**config.mk**
```make
export PLATFORM = sky130hd
export DESIGN_NAME = riscv_fetch_buffer
export DESIGN_NICKNAME = d
export VERILOG_FILES = /design/src/rtl/riscv_pkg.sv /design/src/rtl/fetch_fifo.sv /design/src/rtl/riscv_fetch_buffer.sv
export SDC_FILE = /design/constraint.sdc
export NUM_CORES = 1
export LEC_CHECK = 0
export CORE_UTILIZATION = 55
export DETAILED_ROUTE_END_ITERATION = 8
export GPL_TIMING_DRIVEN = 0
export PLACE_DENSITY_LB_ADDON = 0.08
export SLEW_MARGIN = 20
export SYNTH_ARGS = -nofsm -noshare
export SYNTH_HDL_FRONTEND = slang
export SYNTH_SLANG_ARGS = --single-unit
```
**constraint.sdc**
```tcl
create_clock -name iclk -period 4.3 [get_ports iclk]
set_input_delay 1.29 -clock iclk [delete_from_list [all_inputs] [get_ports iclk]]
set_output_delay 1.29 -clock iclk [all_outputs]
set_load 0.02 [all_outputs]
```
**src/rtl/riscv_pkg.sv**
```systemverilog
// riscv_pkg: constants and types shared by the instruction-fetch path.
package riscv_pkg;

  localparam int INSTR_WIDTH = 32;
  localparam int PC_WIDTH    = 32;
  localparam int PC_INCR     = 4;

  // One buffered fetch result: the instruction word and the PC it came from.
  typedef struct packed {
    logic [INSTR_WIDTH-1:0] instr;
    logic [PC_WIDTH-1:0]    pc;
  } fetchEntry_t;

endpackage

```
**src/rtl/fetch_fifo.sv**
```systemverilog
// fetch_fifo: small synchronous FIFO with a single-cycle flush. Push on a full
// FIFO is accepted only when a pop happens in the same cycle.
module fetch_fifo #(
  parameter int WIDTH = 32,
  parameter int DEPTH = 4
) (
  input  logic                   clk,
  input  logic                   rstN,
  input  logic                   flush,
  input  logic                   push,
  input  logic [WIDTH-1:0]       pushData,
  input  logic                   pop,
  output logic [WIDTH-1:0]       popData,
  output logic                   full,
  output logic                   empty,
  output logic [$clog2(DEPTH):0] count
);

  localparam int PW = $clog2(DEPTH);
  localparam int CW = $clog2(DEPTH) + 1;

  logic [WIDTH-1:0] mem [DEPTH];
  logic [PW-1:0]    wrPtr;
  logic [PW-1:0]    rdPtr;
  logic             doPush;
  logic             doPop;

  assign full    = (count == CW'(DEPTH));
  assign empty   = (count == '0);
  assign doPop   = pop && !empty;
  assign doPush  = push && (!full || doPop);
  assign popData = mem[rdPtr];

  // Pointer and occupancy bookkeeping; flush overrides any push/pop.
  always_ff @(posedge clk or negedge rstN) begin
    if (!rstN) begin
      wrPtr <= '0;
      rdPtr <= '0;
      count <= '0;
    end else if (flush) begin
      wrPtr <= '0;
      rdPtr <= '0;
      count <= '0;
    end else begin
      if (doPush) wrPtr <= wrPtr + PW'(1);
      if (doPop)  rdPtr <= rdPtr + PW'(1);
      count <= count + CW'(doPush) - CW'(doPop);
    end
  end

  // Storage is cleared on reset so an empty FIFO presents zeros downstream.
  always_ff @(posedge clk or negedge rstN) begin
    if (!rstN) begin
      for (int i = 0; i < DEPTH; i++) mem[i] <= '0;
    end else if (doPush) begin
      mem[wrPtr] <= pushData;
    end
  end

endmodule

```
**src/rtl/riscv_fetch_buffer.sv**
```systemverilog
// riscv_fetch_buffer: decoupled prefetch queue between instruction memory and
// decode. Issues sequential fetches, tags each with its PC, buffers results and
// drops in-flight responses after an execute-stage redirect.
// Optional: define FETCH_BUF_BYPASS_EN to forward a response straight to the
// decode outputs when the queue is empty (zero-cycle response-to-valid).
module riscv_fetch_buffer
  import riscv_pkg::*;
#(
  parameter int                       MP_DATA_WIDTH = INSTR_WIDTH,
  parameter int                       MP_ADDR_WIDTH = PC_WIDTH,
  parameter int                       MP_DEPTH      = 4,
  parameter logic [MP_ADDR_WIDTH-1:0] MP_RESET_PC   = '0
) (
  input  logic                     iclk,
  input  logic                     irst,
  output logic                     oimem_req_valid,
  output logic [MP_ADDR_WIDTH-1:0] oimem_req_addr,
  input  logic                     iimem_req_ready,
  input  logic                     iimem_rsp_valid,
  input  logic [MP_DATA_WIDTH-1:0] iimem_rsp_data,
  output logic                     oinstr_valid,
  output logic [MP_DATA_WIDTH-1:0] oinstr,
  output logic [MP_ADDR_WIDTH-1:0] opc,
  input  logic                     iinstr_ready,
  input  logic                     iredirect,
  input  logic [MP_ADDR_WIDTH-1:0] iredirect_pc
);

  localparam int CW = $clog2(MP_DEPTH) + 1;
  localparam int IW = CW + 1;
  localparam int EW = MP_DATA_WIDTH + MP_ADDR_WIDTH;

  logic [MP_ADDR_WIDTH-1:0] fetchPc;
  logic [MP_ADDR_WIDTH-1:0] rspPc;
  logic [CW-1:0]            staleCnt;
  logic [CW-1:0]            qCount;
  logic [CW-1:0]            tagCount;
  logic [IW-1:0]            inFlight;
  logic [EW-1:0]            qHead;
  logic                     qEmpty;
  logic                     qFull;
  logic                     tagFull;
  logic                     tagEmpty;
  logic                     reqFire;
  logic                     rspLive;
  logic                     qPush;
  logic                     qPop;
  logic                     unusedFlags;

  // The tag FIFO count doubles as the outstanding-request counter.
  assign inFlight        = IW'(qCount) + IW'(tagCount);
  assign oimem_req_valid = irst && !iredirect && (inFlight < IW'(MP_DEPTH));
  assign oimem_req_addr  = fetchPc;
  assign reqFire         = oimem_req_valid && iimem_req_ready;
  assign rspLive         = iimem_rsp_valid && !iredirect && (staleCnt == '0);
  assign qPop            = !qEmpty && iinstr_ready && !iredirect;
  assign unusedFlags     = qFull ^ tagFull ^ tagEmpty;

`ifdef FETCH_BUF_BYPASS_EN
  logic bypassHit;
  assign bypassHit    = rspLive && qEmpty;
  assign qPush        = rspLive && !(bypassHit && iinstr_ready);
  assign oinstr_valid = !qEmpty || bypassHit;
  assign oinstr       = bypassHit ? iimem_rsp_data : qHead[EW-1 -: MP_DATA_WIDTH];
  assign opc          = bypassHit ? rspPc : qHead[MP_ADDR_WIDTH-1:0];
`else
  assign qPush        = rspLive;
  assign oinstr_valid = !qEmpty;
  assign oinstr       = qHead[EW-1 -: MP_DATA_WIDTH];
  assign opc          = qHead[MP_ADDR_WIDTH-1:0];
`endif

  fetch_fifo #(
    .WIDTH (MP_ADDR_WIDTH),
    .DEPTH (MP_DEPTH)
  ) uTagFifo (
    .clk      (iclk),
    .rstN     (irst),
    .flush    (1'b0),
    .push     (reqFire),
    .pushData (fetchPc),
    .pop      (iimem_rsp_valid),
    .popData  (rspPc),
    .full     (tagFull),
    .empty    (tagEmpty),
    .count    (tagCount)
  );

  fetch_fifo #(
    .WIDTH (EW),
    .DEPTH (MP_DEPTH)
  ) uEntryQueue (
    .clk      (iclk),
    .rstN     (irst),
    .flush    (iredirect),
    .push     (qPush),
    .pushData ({iimem_rsp_data, rspPc}),
    .pop      (qPop),
    .popData  (qHead),
    .full     (qFull),
    .empty    (qEmpty),
    .count    (qCount)
  );

  // Fetch PC: a redirect target wins, otherwise step past each accepted request.
  always_ff @(posedge iclk or negedge irst) begin
    if (!irst) begin
      fetchPc <= MP_RESET_PC;
    end else if (iredirect) begin
      fetchPc <= iredirect_pc;
    end else if (reqFire) begin
      fetchPc <= fetchPc + MP_ADDR_WIDTH'(PC_INCR);
    end
  end

  // Stale counter: on redirect every request still in flight (except one
  // returning this very cycle, dropped already) becomes a response to discard.
  always_ff @(posedge iclk or negedge irst) begin
    if (!irst) begin
      staleCnt <= '0;
    end else if (iredirect) begin
      staleCnt <= tagCount - CW'(iimem_rsp_valid);
    end else if (iimem_rsp_valid && (staleCnt != '0)) begin
      staleCnt <= staleCnt - CW'(1);
    end
  end

endmodule

```
== Yosys cells after proc, flatten, opt, wreduce, memory -nomap -nowiden ==
Cells that the tools add are included.

* $lt $le $gt $ge: 7
* Reductions and logical operators: 29
* Equal/unequal tests: 2
* Add/subtract/negate cells: 12
* Bitwise gates (word level): 4
* Mux-type cells: 21

{| class="wikitable"
|+ Operators with widths
! cell !! number
|-
| bitwise mux 256 bit || 1
|-
| 2-to-1 mux 64 bit || 3
|-
| 2-to-1 mux 32 bit || 5
|-
| binary-select mux 64 bit (select 2 bit) || 1
|-
| bitwise mux 128 bit || 1
|-
| demux 64 bit (select 2 bit) || 1
|-
| binary-select mux 32 bit (select 2 bit) || 1
|-
| demux 32 bit (select 2 bit) || 1
|-
| adder 32 x 3 -> 32 bit, second input constant || 1
|-
| logical AND 1 bit || 14
|-
| >= comparator 3 bit, second input constant || 4
|-
| NOT 2 -> 3 bit || 4
|-
| logical NOT 3 bit || 3
|-
| 2-to-1 mux 3 bit || 3
|-
| subtractor 3 x 1 -> 3 bit || 3
|-
| adder 2 x 1 -> 2 bit, second input constant || 4
|-
| 2-to-1 mux 2 bit || 4
|-
| nonzero test 2 bit || 4
|-
| adder 3 x 1 -> 3 bit || 2
|-
| equality test 3 bit, second input constant || 2
|-
| < comparator 3 x 1 -> 1 bit, second input constant || 2
|-
| logical NOT 1 bit || 5
|-
| adder 3 x 3 -> 4 bit || 1
|-
| < comparator 4 x 3 -> 1 bit, second input constant || 1
|-
| other kinds (3) || 4
|}

* Flip-flop bits (word level): 433
* Output and inout port bits: 98
* Input bits: 70
* Word-level logic and storage cells: 91

== Logic depth before layout (Yosys ltp) ==
* Depth after elaboration: 10
* Mapped depth: 11
* Gate-level depth less buffers: 11

== Modules after synthesis ==
A second synthesis with hierarchy kept.

* Cell total of the unflattened synthesis: 1,273
* Area total of the unflattened synthesis: 19,745.2 um2

{| class="wikitable"
|+ Modules (own cells, without submodules)
! module !! instances !! area an instance (um2) !! cells each !! sequential area each (um2)
|-
| fetch_fifo at uEntryQueue || 1 || 11,551.1 || 666 || 6,581.3
|-
| fetch_fifo at uTagFifo || 1 || 6,012.0 || 357 || 3,378.2
|-
| riscv_fetch_buffer || 1 || 2,182.1 || 250 || 875.8
|}

== Worst setup path before layout ==
Ideal clock, no wire load.

* Path kind: input to register
* Start point: input iredirect
* End point: register uEntryQueue.count[2]
* Buffers on the path: 2
* Data required time: 4.168 ns
* Arrival: 3.093 ns
* Library setup time: 0.132 ns
* Setup slack: 1.075 ns
* Cell stages on the path: 11
* Cell sequence: clkbuf_1 buf_1 nor2_1 ha_1 inv_1 ha_1 inv_1 fa_1 xor2_1 xnor2_1 nor2_1

* Word-level cells in the longest chain between the ends: 8
* Elaborated cells between the ends (all ways): 10
* Classes of those cells: 2 x add/sub; 1 x mux; 7 x reduce/logical

{| class="wikitable"
|+ RTL lines
! what !! RTL line !! text
|-
| start: declaration || riscv_fetch_buffer.sv:25 || <nowiki>input logic iredirect,</nowiki>
|-
| logical NOT 1 bit || riscv_fetch_buffer.sv:55, riscv_fetch_buffer.sv:56 ||
|-
| logical AND 1 bit || riscv_fetch_buffer.sv:56 || <nowiki>assign qPop = !qEmpty && iinstr_ready && !iredirect;</nowiki>
|-
| logical AND 1 bit || fetch_fifo.sv:30 || <nowiki>assign doPop = pop && !empty;</nowiki>
|-
| logical OR 1 bit || fetch_fifo.sv:31 || <nowiki>assign doPush = push && (!full || doPop);</nowiki>
|-
| logical AND 1 bit || fetch_fifo.sv:31 ||
|-
| adder 3 x 1 -> 3 bit || fetch_fifo.sv:47 || <nowiki>count <= count + CW'(doPush) - CW'(doPop);</nowiki>
|-
| subtractor 3 x 1 -> 3 bit || fetch_fifo.sv:47 ||
|-
| 2-to-1 mux 3 bit (*) || fetch_fifo.sv:40 || <nowiki>end else if (flush) begin</nowiki>
|-
| end signal: assignment || fetch_fifo.sv:47 ||
|-
| end: declaration || fetch_fifo.sv:16 || <nowiki>output logic [$clog2(DEPTH):0] count</nowiki>
|}

Mark *: on every way between the ends. The rest lies on a longest branch, timed or not.
A chain may end at the register's enable or synchronous reset.

== Worst setup path in the final report ==
* Start point: register uEntryQueue.rdPtr[1]
* End point: output opc[31]

* Word-level cells in the longest chain between the ends: 4

{| class="wikitable"
|+ RTL lines
! what !! RTL line !! text
|-
| start: declaration || fetch_fifo.sv:24 || <nowiki>logic [PW-1:0] rdPtr;</nowiki>
|-
| start signal: assignment || fetch_fifo.sv:46 || <nowiki>if (doPop) rdPtr <= rdPtr + PW'(1);</nowiki>
|-
| NOT 2 -> 3 bit (implied by the code) || fetch_fifo.sv:32 || <nowiki>assign popData = mem[rdPtr];</nowiki>
|-
| binary-select mux 64 bit (select 2 bit) || fetch_fifo.sv:32 ||
|-
| 2-to-1 mux 64 bit (implied by the code) (2 in series) || fetch_fifo.sv:32 ||
|-
| end: declaration || riscv_fetch_buffer.sv:23 || <nowiki>output logic [MP_ADDR_WIDTH-1:0] opc,</nowiki>
|}

Every way passes these cells. The select of a mux whose other input is x is not followed.

==> flow_summary.yaml <==
synth:
  yosysTopAreaCell: "dfrtp_1"
  synth_flop_cell: "dfrtp_1"
  yosys_warnings: 0
  syn_avg_cell_area_um2: 16.01
  ys_seq_elements: 433
  synth_top_cell_area_share: 0.5441
  syn_nets: 1335
  async_flop_share: 1.000
  synth.area.top_cells: "dfrtp_1 (54%), mux2_2 (15%), mux4_2 (11%), mux2_4 (9.0%), ha_1 (1.2%)"
  synth-edff-count: 0
  ys_types: 53
  yosysSeqAreaShare: 0.5441
  syn_inst: 1244
  synth_area_um2: 19910
  synth_common_cells: "dfrtp_1 (433), mux2_2 (267), mux2_4 (120)"
  yosysMostFrequentCell: "dfrtp_1"
route:
  drtIter0Drc: 455
  wl_per_cell_um: 21.71
  via_count: 11300
  antenna_left: 0
  drt_first_pass_iters: 5
  drc: 0
  viasPerCell: 5.774
  totalWireLength_mm: 42.49
final_layout:
  diodes: 0
  area_growth_pct: 19.95
  drive_above_1_share: 0.4178
  finalNetCount: 1555
  finalInstanceArea_um2: 23890
critical_path:
  crit_buf_inv: 3
  slowest_delay_ps: 570
  critPathTopFamily: "buffers and inverters"
  cpMaxStageDelayCell: "clkdlybuf4s50_1"
  worstReg2RegStart: "staleCnt[0]"
  crit_path_start_kind: "flip-flop"
  critPathRequiredTime_ps: 3010
  path_cells: "clkbuf_1 -> buf_2 -> mux4_2 -> clkdlybuf4s50_1"
  cp_max_fo: 10
  critPathCaptureType: "output pin"
  cp.arrival_ps: 2860
  rrSetupSlack_ps: 1710
  r2r_end: "uEntryQueue.mem[216]"
  reg2regPathDepth: 8
  criticalPathCategory: "reg -> out"
placed_design:
  gp_congestion: 0.8371
  dpl_worst_slack_ps: -483.0
  io_buffers: 167
  placed_area_um2: 22280
  place.detailed.hpwl_mm: 28.35
outcome:
  status: "finished, final reports clean"
floorplanning:
  ioPinCount: 168
  initial_core_util: 0.5599
  core_area_um2: 35570
  die-area_um2: 36970
  rows: 69
  die_h_um: 192.3
  die_w_um: 192.3
sta:
  rsz0062_at_grt: "false"
  worst_slew_margin_rel: 0.3913
  finalMaxSlewViolations: 0
  hold_ws_ps: 499.0
  fmax_mhz: 240.8
  period_needed_ps: 4153
  setup_viol_count_final: 0
  fin_worst_skew_ps: 14.45
  fin_ws_ps: 146.7
  hold_viol: 0
  tightest_slew_ps: 913.0
  finalCritPeriodShare: 0.9659
  tns_ps: 0
cts:
  cts_tree: "yes"
  cts-htree-levels: 2
  cts_buffer_depth: 3
  cts-root-buf: "clkbuf_16"
  cts_sinks: 433
  clk_pin_slew_ps: 60
  cts_buffers: 45
  clk_latency_ps: 560
global_route:
  met2_usage: 0.3759
  grtUsageMet1: 0.3590
  grt_max_degree: 100
  grt_util_met3: 0.03201
  gr-usage-all-layers: 0.2403
  grt_pass1_vias: 11950
  grt_overflow: 0
  antenna_found_initial: 0
  grt_pass1_wl_mm: 67.90
  grt_busiest_layer: "met2"
power:
  irDropWorstVdd_uv: 492.5
  power_mw: 14.71
  cellPowerDensity_nw_per_um2: 615.7
  p_leak_nw: 11.41
flow_run:
  cap_viol_max_count: 0
worst_hold_path:
  hold_depth: 1
  holdCritPathClass: "reg -> reg"
  hold_path_startpoint: "uEntryQueue.mem[109]"
  hold-path-endpoint: "uEntryQueue.mem[109]"
==> per-layer routing <==
layer,part of all wire,up-vias
li1,-,5040
met2,0.47,252
met5,0,-
met4,0.014,0
met1,0.48,5964
met3,0.041,44
==> how the worst max path moves through the flow <==
stage,start,cells after the start,end
global placement,irst,1,uEntryQueue.mem[29]
global route,uEntryQueue.rdPtr[0],3,opc[13]
floorplan,iredirect,11,uEntryQueue.count[2]
detailed placement,irst,5,oimem_req_valid
CTS,uEntryQueue.rdPtr[0],4,opc[31]
finish,uEntryQueue.rdPtr[1],4,opc[31]
==> power by group <==
group          internal, mW  switching (mW)  leakage (nW)  total [mW]
combinational          2.87            2.18          4.90        5.05
clock                  2.34            1.58         0.742        3.92
sequential             5.12           0.619          5.77        5.74
==> sequential cells by signal (all words and copies together) (netlist names) <==
| name | flops |
|---|---|
| uTagFifo.rdPtr | 2 |
| uEntryQueue.count | 3 |
| uEntryQueue.wrPtr | 2 |
| uEntryQueue.rdPtr | 2 |
| uTagFifo.count | 3 |
| uEntryQueue.mem | 256 |
| uTagFifo.wrPtr | 2 |
| uTagFifo.mem | 128 |
| oimem_req_addr | 32 |
| staleCnt | 3 |
==> logic make-up (layout without fill, tap and decap cells) <==
kind of cell               after synthesis  in the layout  synth area share
DFF                                    433            433            0.5441
muxes                                  489            489            0.3530
adders and majority gates               21             21           0.01395
and+or+nand+nor                        132            132           0.03707
xor gates and xnor gates                27             27           0.01188
buffers and inverters                   96            348           0.02494
AOI/OAI and AO/OA                       46             46           0.01502
==> stage by stage <==
stage | utilization | cells
after detailed placement | 0.6263 | 1876
after global placement | 0.6231 | 1872
after floorplan | - | 1244
after global routing | 0.6716 | 1957
after CTS | 0.6714 | 1957
final | 0.6716 | 1957
==> cell usage in the layout (no fill, tap or decap), types with 8 or more instances in the layout <==
master / n
nand4_1: 9
dfrtp_1: 433
ha_1: 19
buf_2: 33
nand3_1: 14
inv_1: 16
xor2_1: 14
mux4_2: 96
mux2_2: 267
clkbuf_16: 47
xnor2_1: 13
mux2_4: 120
nand2_1: 48
o21ai_0: 23
clkdlybuf4s50_1: 165
clkbuf_1: 29
nor2_1: 15
buf_6: 12
nor4_1: 8
clkbuf_8: 13
==> area by class of cell <==
class / count / area (µm²)
multi-input cells: 715 / 8582
plain buffers: 80 / 466.7
flip-flops and latches: 433 / 10840
well taps: 461 / 576.8
repair buffers: 173 / 1863
clock buffers: 67 / 1381
inverters: 16 / 60.06
fillers: 2522 / 11680
clock inverters: 12 / 122.6
==> what timing repair did <==
item / CTS / global route
resized for setup: 14 / 4
cloned: 2 / 0
buffers inserted: 0 / 0
hold buffers: 0 / 0
endpoints found under the setup margin: 60 / 9
Power figures use the tool's default switching activity.
